### src/rtl/core_pkg.sv
// Shared core definitions: RV32I load/store funct3 codes, LSU state encoding
// and the byte-swap helper for the big-endian BRAM lane order.
package core_pkg;

    localparam logic [2:0] F3_B  = 3'b000;
    localparam logic [2:0] F3_H  = 3'b001;
    localparam logic [2:0] F3_W  = 3'b010;
    localparam logic [2:0] F3_BU = 3'b100;
    localparam logic [2:0] F3_HU = 3'b101;

    typedef enum logic [1:0] {
        IDLE,
        STORE,
        LOAD_WAIT,
        RESP
    } lsu_state_e;

    function automatic logic [31:0] bswap32(input logic [31:0] w);
        return {w[7:0], w[15:8], w[23:16], w[31:24]};
    endfunction

endpackage

### src/rtl/load_store_unit_if.sv
// Core-side request/response bundle of the load/store unit.
interface load_store_unit_if;

    logic        req_valid;
    logic        req_ready;
    logic        req_store;
    logic [2:0]  req_funct3;
    logic [31:0] req_addr;
    logic [31:0] req_wdata;
    logic        resp_valid;
    logic [31:0] resp_rdata;
    logic        resp_fault;

    modport master (
        output req_valid, req_store, req_funct3, req_addr, req_wdata,
        input  req_ready, resp_valid, resp_rdata, resp_fault
    );

    modport slave (
        input  req_valid, req_store, req_funct3, req_addr, req_wdata,
        output req_ready, resp_valid, resp_rdata, resp_fault
    );

endinterface

### src/rtl/lsu_align.sv
// Combinational lane logic: fault detection, store lane placement/byte enables
// and load extraction/extension for the big-endian BRAM lane order.
module lsu_align
    import core_pkg::*;
(
    input  logic        store,
    input  logic [2:0]  funct3,
    input  logic [1:0]  offset,
    input  logic [31:0] wdata,
    input  logic [31:0] dout,
    output logic        fault,
    output logic [3:0]  we,
    output logic [31:0] din,
    output logic [31:0] rdata
);

    logic [31:0] load_le;

    // Byte offset o lives in lane 3-o, so shifting the little-endian value up
    // by o bytes and swapping lands each byte in its lane.
    assign din     = bswap32(wdata << {offset, 3'b000});
    assign load_le = bswap32(dout) >> {offset, 3'b000};

    always_comb begin
        fault = 1'b0;
        we    = '0;
        case (funct3)
            F3_B: we = 4'b1000 >> offset;
            F3_H: begin
                fault = offset[0];
                we    = 4'b1100 >> offset;
            end
            F3_W: begin
                fault = (offset != 2'b00);
                we    = 4'b1111;
            end
            F3_BU:   fault = store;
            F3_HU:   fault = store | offset[0];
            default: fault = 1'b1;
        endcase
        if (fault || !store) begin
            we = '0;
        end
    end

    always_comb begin
        rdata = '0;
        case (funct3)
            F3_B:    rdata = {{24{load_le[7]}}, load_le[7:0]};
            F3_H:    rdata = {{16{load_le[15]}}, load_le[15:0]};
            F3_W:    rdata = load_le;
            F3_BU:   rdata = {24'h0, load_le[7:0]};
            F3_HU:   rdata = {16'h0, load_le[15:0]};
            default: rdata = '0;
        endcase
    end

endmodule

### src/rtl/load_store_unit.sv
// Data-memory access stage: one load/store per transaction against a BRAM
// port with configurable read latency, single-cycle response pulse to the core.
module load_store_unit
    import core_pkg::*;
#(
    parameter int unsigned ADDR_WIDTH  = 15,
    parameter int unsigned MEM_LATENCY = 1
) (
    input  logic                  clk,
    input  logic                  rst,
    load_store_unit_if.slave      core,
    output logic [ADDR_WIDTH-1:0] mem_addr,
    output logic [31:0]           mem_din,
    output logic [3:0]            mem_we,
    input  logic [31:0]           mem_dout
);

    localparam int unsigned CNT_W = $clog2(MEM_LATENCY + 1);

    lsu_state_e       state;
    logic [2:0]       funct3_q;
    logic [1:0]       offset_q;
    logic [CNT_W-1:0] cnt;

    logic             idle;
    logic [2:0]       al_funct3;
    logic [1:0]       al_offset;
    logic             al_fault;
    logic [3:0]       al_we;
    logic [31:0]      al_din;
    logic [31:0]      al_rdata;
    logic             unused_addr_hi;

    assign idle           = (state == IDLE);
    assign core.req_ready = idle && !rst;
    assign unused_addr_hi = ^core.req_addr[31:ADDR_WIDTH+2];

    // Request fields feed the aligner directly while idle, registered copies after.
    assign al_funct3 = idle ? core.req_funct3   : funct3_q;
    assign al_offset = idle ? core.req_addr[1:0] : offset_q;

    lsu_align u_align (
        .store  (core.req_store),
        .funct3 (al_funct3),
        .offset (al_offset),
        .wdata  (core.req_wdata),
        .dout   (mem_dout),
        .fault  (al_fault),
        .we     (al_we),
        .din    (al_din),
        .rdata  (al_rdata)
    );

    always_ff @(posedge clk) begin
        if (rst) begin
            state           <= IDLE;
            funct3_q        <= '0;
            offset_q        <= '0;
            cnt             <= '0;
            mem_addr        <= '0;
            mem_din         <= '0;
            mem_we          <= '0;
            core.resp_valid <= 1'b0;
            core.resp_rdata <= '0;
            core.resp_fault <= 1'b0;
        end else begin
            case (state)
                IDLE: begin
                    if (core.req_valid) begin
                        funct3_q <= core.req_funct3;
                        offset_q <= core.req_addr[1:0];
                        if (al_fault) begin
                            state           <= RESP;
                            core.resp_valid <= 1'b1;
                            core.resp_fault <= 1'b1;
                            core.resp_rdata <= '0;
                        end else begin
                            mem_addr <= core.req_addr[ADDR_WIDTH+1:2];
                            cnt      <= '0;
                            if (core.req_store) begin
                                state   <= STORE;
                                mem_we  <= al_we;
                                mem_din <= al_din;
                            end else begin
                                state <= LOAD_WAIT;
                            end
                        end
                    end
                end
                STORE: begin
                    mem_we          <= '0;
                    state           <= RESP;
                    core.resp_valid <= 1'b1;
                    core.resp_fault <= 1'b0;
                    core.resp_rdata <= '0;
                end
                LOAD_WAIT: begin
                    // One cycle of address setup plus MEM_LATENCY cycles of read.
                    if (cnt == CNT_W'(MEM_LATENCY)) begin
                        state           <= RESP;
                        core.resp_valid <= 1'b1;
                        core.resp_fault <= 1'b0;
                        core.resp_rdata <= al_rdata;
                    end else begin
                        cnt <= cnt + 1'b1;
                    end
                end
                RESP: begin
                    state           <= IDLE;
                    core.resp_valid <= 1'b0;
                    core.resp_fault <= 1'b0;
                    core.resp_rdata <= '0;
                end
                default: state <= IDLE;
            endcase
        end
    end

endmodule

### src/flat_wrapper.sv
// flat-port wrapper written by rule: the top's interface ports become plain ports
module load_store_unit_flat import core_pkg::*;
#(
    parameter int unsigned ADDR_WIDTH  = 15,
    parameter int unsigned MEM_LATENCY = 1
)
  (clk, rst, mem_addr, mem_din, mem_we, mem_dout, core_req_valid, core_req_store, core_req_funct3, core_req_addr, core_req_wdata, core_req_ready, core_resp_valid, core_resp_rdata, core_resp_fault);
  load_store_unit_if core_i ();
  input  logic clk;
  input  logic rst;
  output logic [ADDR_WIDTH-1:0] mem_addr;
  output logic [31:0] mem_din;
  output logic [3:0] mem_we;
  input  logic [31:0] mem_dout;
  input wire logic [$bits(core_i.req_valid)-1:0] core_req_valid;
  input wire logic [$bits(core_i.req_store)-1:0] core_req_store;
  input wire logic [$bits(core_i.req_funct3)-1:0] core_req_funct3;
  input wire logic [$bits(core_i.req_addr)-1:0] core_req_addr;
  input wire logic [$bits(core_i.req_wdata)-1:0] core_req_wdata;
  output wire logic [$bits(core_i.req_ready)-1:0] core_req_ready;
  output wire logic [$bits(core_i.resp_valid)-1:0] core_resp_valid;
  output wire logic [$bits(core_i.resp_rdata)-1:0] core_resp_rdata;
  output wire logic [$bits(core_i.resp_fault)-1:0] core_resp_fault;
  assign core_i.req_valid = core_req_valid;
  assign core_i.req_store = core_req_store;
  assign core_i.req_funct3 = core_req_funct3;
  assign core_i.req_addr = core_req_addr;
  assign core_i.req_wdata = core_req_wdata;
  assign core_req_ready = core_i.req_ready;
  assign core_resp_valid = core_i.resp_valid;
  assign core_resp_rdata = core_i.resp_rdata;
  assign core_resp_fault = core_i.resp_fault;
  load_store_unit #(.ADDR_WIDTH(ADDR_WIDTH), .MEM_LATENCY(MEM_LATENCY)) u_core (.clk(clk), .rst(rst), .core(core_i), .mem_addr(mem_addr), .mem_din(mem_din), .mem_we(mem_we), .mem_dout(mem_dout));
endmodule
### config.mk
export PLATFORM = sky130hd
export DESIGN_NAME = load_store_unit_flat
export DESIGN_NICKNAME = d
export VERILOG_FILES = /design/src/rtl/core_pkg.sv /design/src/rtl/load_store_unit_if.sv /design/src/rtl/lsu_align.sv /design/src/rtl/load_store_unit.sv /design/src/flat_wrapper.sv
export SDC_FILE = /design/constraint.sdc
export NUM_CORES = 1
export LEC_CHECK = 0
export ABC_AREA = 1
export CORE_MARGIN = 1.5
export CORE_UTILIZATION = 42
export CTS_BUF_LIST = sky130_fd_sc_hd__clkbuf_8
export CTS_CLUSTER_SIZE = 20
export DETAILED_ROUTE_END_ITERATION = 6
export PLACE_DENSITY = 0.79
export SLEW_MARGIN = 20
export SYNTH_ARGS = -nofsm -noshare
export SYNTH_HDL_FRONTEND = slang
export SYNTH_HIERARCHICAL = 1
export SYNTH_SLANG_ARGS = --single-unit
### constraint.sdc
create_clock -name clk -period 2.4 [get_ports clk]
set_input_delay 0.48 -clock clk [delete_from_list [all_inputs] [get_ports clk]]
set_output_delay 0.48 -clock clk [all_outputs]
set_load 0.02 [all_outputs]
Yosys cells after proc, flatten, opt, wreduce, memory -nomap -nowiden
Cells that the tools add are included.

cells by class
  bitwise gates (word level) = 2
  add/subtract/negate cells = 1
  reductions and logical operators = 17
  shift operators = 4
  eq/ne operators = 12
  multiplexer cells = 29

operators by type and width
  cell                                              number
  case mux 32 bit (5 select lines)                  1
  2-to-1 mux 32 bit                                 3
  case mux 32 bit (3 select lines)                  1
  << shifter 32 x 5 -> 32 bit                       1
  right shift 32 x 5 -> 32 bit                      1
  2-to-1 mux 4 bit                                  4
  case mux 4 bit (3 select lines)                   1
  2-to-1 mux 2 bit                                  5
  AND reduction 3 bit                               3
  inequality test 2 bit, second input constant      4
  case mux 2 bit (4 select lines)                   1
  case mux 4 bit (2 select lines)                   1
  AND reduction 4 bit                               2
  right shift 4 x 2 -> 4 bit, first input constant  2
  2-to-1 mux 1 bit                                  7
  == test 3 bit, second input constant              2
  nonzero test 2 bit                                3
  case mux 1 bit (5 select lines)                   1
  == test 2 bit, second input constant              2
  case mux 1 bit (4 select lines)                   1
  AND reduction 2 bit                               2
  == test 3 x 1 -> 1 bit, second input constant     1
  == test 3 x 2 -> 1 bit, second input constant     1
  logical NOT 3 bit                                 1
  13 further kinds                                  14

storage, ports and cells
  input bits = 103
  output and inout bits = 86
  word-level logic and storage cells = 75
  flip-flop bits (word level) = 93

Logic depth before layout (Yosys ltp)
  depth in word-level cells = 10
  gate-level depth with buffers = 19

Cells and area by module
Netlist, hierarchy kept.

modules (own cells, without submodules)
  module           instances  cells an instance  area each (um^2)
  load_store_unit  1          534                3807.4
  lsu_align        1          306                1492.7

Least setup slack after synthesis
No wires, ideal clock.

  path type = reg2reg
  start = register u_core.state[0]
  end = register u_core.core.resp_rdata[20]
  arrival = 2.327 ns
  path slack = -0.041 ns
  cell stages (with the launch flop) = 18
  required time = 2.286 ns
  path buffers = 5
  period minus slack after synthesis = 2.441 ns
  path through = dfxtp_1 > inv_1 > ha_1 > buf_2 > inv_1 > nand2_1 > nand2_1 > buf_6 > buf_6 > nand4_1 > nand3_1 > inv_1 > nand2_1 > nand3_2 > buf_6 > buf_6 > a21oi_1 > nor2_1

on the way
  cells in the longest elaborated chain, start to end = 6
  elaborated cells between the ends (all ways) = 23
  those cells by class = 10 x eq/ne; 1 x shift; 6 x mux; 1 x bitwise; 5 x reduce/logical

ends and longest elaborated chain
  element                                                        RTL line                          source
  start: declaration                                             load_store_unit.sv:20             lsu_state_e state;
  start signal: assignment                                       load_store_unit.sv:56             state <= IDLE;
  start signal: assignment                                       load_store_unit.sv:73             state <= RESP;
  start signal: assignment                                       load_store_unit.sv:81             state <= STORE;
  logical NOT 2 bit *                                            load_store_unit.sv:34             assign idle = (state == IDLE);
  2-to-1 mux 2 bit *                                             load_store_unit.sv:40             assign al_offset = idle ? core.req_addr[1:0] : offset_q;
  via u_core.al_offset[0]                                        load_store_unit.sv:27             logic [1:0] al_offset;
  bitwise OR 1 bit / nonzero test 2 bit (equally long branches)  lsu_align.sv:38, lsu_align.sv:34
  case mux 1 bit (5 select lines) *                              lsu_align.sv:27                   case (funct3)
  via u_core.al_fault                                            load_store_unit.sv:28             logic al_fault;
  inequality test 2 bit (no source line) *                       --
  AND reduction 3 bit (no source line) *                         --
  end signal: assignment                                         load_store_unit.sv:103            core.resp_rdata <= al_rdata;
  end: declaration                                               load_store_unit_if.sv:21          output req_ready, resp_valid, resp_rdata, resp_fault

Mark *: on every way through the listed nets, which the timed path passes. The rest lies on a longest branch. The select of a mux whose other input is x is not followed.
A chain may end at the register's enable or synchronous reset.

Worst setup path after layout
  start = register u_core.state[1]
  end = register u_core.mem_din[17]

on the way
  elaborated cells between the ends (all ways) = 14
  those cells by class = 4 x eq/ne; 1 x shift; 3 x mux; 2 x bitwise; 4 x reduce/logical

RTL lines
  element                      RTL line               source
  logical NOT 2 bit            load_store_unit.sv:34
  2-to-1 mux 2 bit             load_store_unit.sv:40
  via u_core.al_offset[0]      load_store_unit.sv:27
  << shifter 32 x 5 -> 32 bit  lsu_align.sv:21        assign din = bswap32(wdata << {offset, 3'b000});
  via u_core.al_din[17]        load_store_unit.sv:30  logic [31:0] al_din;
  end signal: assignment       load_store_unit.sv:83  mem_din <= al_din;
  end: declaration             load_store_unit.sv:13  output logic [31:0] mem_din,

The timed path passes the listed nets, and every way through them passes these cells.

==> qor.txt <==
Yosys top cell area share = 35.13%
clock skew = 14.17 ps
CP max-delay cell = dfxtp_1
full die area = 0.01330 mm²
final setup vio count = 0
Buffers on Ports = 173
Mapped Avg Cell Area = 6.310 µm²
outcome = finished, final reports clean
P_leak = 3.458 nW
Internal Power = 5.413 mW
#FFs+latches synth = 93
CTS Buffer Depth = 2
First-pass DRT Iterations = 5
layout cell share with drive strength beyond 1 = 10.61%
# DRC = 0
DR iter-0 viols = 504
Synth warnings = 6
Filler cells = 1158
RSZ-0062 raised after global routing = false
Layout area overhead = 45.47%
minimum clock period = 2232 ps
starting density of the core = 43.58%
Reg power frac = 22.1%
CP Cell Sequence = inv_1 > ha_2 > buf_4 > nand2_1 > nand2_2 > buf_4 > buf_4 > nand2_1 > o21ai_1 > nor2_1 > o21ai_0 > nor2_1
post-route clock period utilization = 93.01%
fin. max-slew vios = 0
Worst slew margin = 76.47%
post-synth top area cell = dfxtp_1
clock sink count = 93
number of global-route vias before repair = 5289
routed vias/inst = 4.849
CTS Buf Count = 9
# IOs = 189
HP Class = reg2reg
CP peak stage delay = 320 ps
critical path's most frequent cell = buf_4
initial antenna violation count = 0
vias = 5795
register area share after synthesis = 35.13%
largest net degree at the start of global routing = 91
final setup margin = 167.8 ps
clock slew at reported path FFs = 100 ps
n_diodes = 0
Clk pwr share = 12.9%
Post-DP HPWL = 11180 µm
pre-CTS setup slack = -90.72 ps
largest cells by area after synthesis = dfxtp_1 35%, nand2_1 15%, nor2_1 13%, o21ai_0 5.8%, a21oi_1 5.2%
CTS tree = yes
worst path required time = 2680 ps
Sw Pwr = 4.570 mW
Max VDD drop = 0.7440 mV
H-Tree Depth = 3
element type at the critical path start = flop
first-pass GRT wire length = 25740 µm
Core ar. = 0.01216 mm²
Combinational Power Share = 65.0%
Final GP Congestion = 0.9149
Syn Inst Count = 840
Max Fclk = 0.4480 GHz
GRT overflow = 0
Setup CP Type = reg2reg
Total Negative Setup Slacks = 0 ps
Die W = 115.3 µm
Worst-Skew Late Latency = 390 ps
nets@finish = 1131
root buf cell = clkbuf_8
Synth Cell Area = 0.005300 mm²
Routed WL = 15600 µm
# rows = 40
syn nets = 949
CP arrival = 2510 ps
Max Cap Violations = 0
switching share of power = 45.78%
Final Hold Vio Count = 0
Synth cell types = 29
GRT Total Usage = 24.27%
Worst-Margin Slew = 352.9 ps
Max FO, Critical Path = 32
Die Ht = 115.3 µm
PD cells = 1295 mW/mm²
antenna viol nets, final = 0
Routed wire per std cell = 13.06 µm
CP Capture Type = flop
==> power groups by stage <==
stage	Combinational, mW	Clock, mW	Sequential [mW]
2_1_floorplan	3.73	0	2.68
3_3_place_gp	6.21	0	2.23
3_5_place_dp	6.27	0	2.24
4_1_cts	6.36	1.32	2.21
5_1_grt	7.25	1.39	2.26
6_report	6.49	1.29	2.20
==> timing repair <==
action / CTS / global route
gates resized for setup: 3 / 12
buffers inserted: 1 / 2
hold buffers: 0 / 0
endpoints found under the setup margin: 16 / 82
pin swaps: 0 / 2
endpoints found under the hold margin: 0 / 0
==> metrics by stage <==
stage	power [mW]	utilization (%)	cells	area [µm²]	hold WS, ps
final	9.983	63.40	1195	7710	487.1
after global routing	10.91	63.40	1195	7710	512.5
after CTS	9.882	62.89	1193	7649	486.7
after detailed placement	8.512	60.68	1176	7380	466.6
after global placement	8.431	60.68	1176	7380	463.3
after floorplan	6.419	-	840	5305	443.5
==> cell families after synthesis <==
logic type,count (synthesis),synth area share (%)
adders and majority gates,6,1.416
and+or+nand+nor,455,35.48
DFF,93,35.13
AOI/OAI and AO/OA,163,16.53
buffers and inverters,123,11.45
==> final timing paths <==
check | start | to | slack, ps | cells after the start
hold reg to reg | u_core/mem_din[26] | u_core/mem_din[26] | 490 | 2
hold / removal | u_core/mem_din[26] | u_core/mem_din[26] | 490 | 2
setup reg to reg | u_core/state[1] | u_core/mem_din[17] | 170 | 12
setup / recovery | u_core/state[1] | u_core/mem_din[17] | 170 | 12
==> registers in the layout (all words and copies together) (netlist names) <==
signal and count:
u_core/core.resp_rdata 32, u_core/mem_din 32, u_core/mem_addr 15, u_core/mem_we 4, u_core/funct3_q 3, u_core/offset_q 2
u_core/state 2, u_core/cnt 1, u_core/core.resp_fault 1, u_core/core.resp_valid 1
==> synth_stat cells (all sizes together) <==
master,instances
a22oi,8
o22ai,8
clkbuf,18
nand4,3
nand2,213
dfxtp,93
o21ai,80
nor2,186
ha,6
buf,34
inv,71
o211ai,2
a21oi,58
nand3,53
a31oi,7
==> per-layer routing <==
layer  global-route usage [%]  up-vias  share of wire (%)
li1                         -     3036                  -
met1                    33.06     2539                 47
met2                    38.30      200                 45
met3                    3.690       20                6.2
met4                    10.21        0                2.4
met5                        0        -                  0
==> cell type report <==
type | count | area (µm²) | area share (%)
sequential | 93 | 1863 | 24.16
inverter | 71 | 277.8 | 3.603
timing repair buffer | 223 | 2238 | 29.03
multi-input combinational | 624 | 2874 | 37.28
tap | 168 | 210.2 | 2.726
clock buffer | 9 | 123.9 | 1.607
clock inverter | 7 | 122.6 | 1.590
==> placed cells by master (no fill, tap or decap) <==
cell type / instances
clkbuf_8: 9
nand3_2: 12
ha_1: 5
a21oi_1: 52
dfxtp_2: 1
dlygate4sd2_1: 1
a22oi_1: 8
bufinv_16: 3
clkinv_2: 1
buf_12: 10
nand3_1: 40
nor2_2: 2
nand2_1: 207
clkinv_4: 1
a31oi_1: 7
nand2_8: 1
o21ai_0: 61
buf_8: 1
inv_8: 2
nor2_4: 2
nand3_4: 1
clkinvlp_4: 2
o211ai_1: 1
nand4_1: 2
ha_2: 1
nor2_1: 182
nand4_2: 1
clkdlybuf4s50_1: 172
buf_4: 39
inv_2: 8
inv_1: 61
o211ai_2: 1
o21ai_1: 19
dfxtp_1: 92
nand2_2: 5
a21oi_2: 6
o22ai_1: 8
==> critical path: cells and delay by family (launching register included) <==
family	cells	cell delay [ps]
DFF	1	320
adders and majority gates	1	230
AOI/OAI and AO/OA	2	410
buffers and inverters	4	760
and+or+nand+nor	5	410
(Power assumes the default switching activity.)
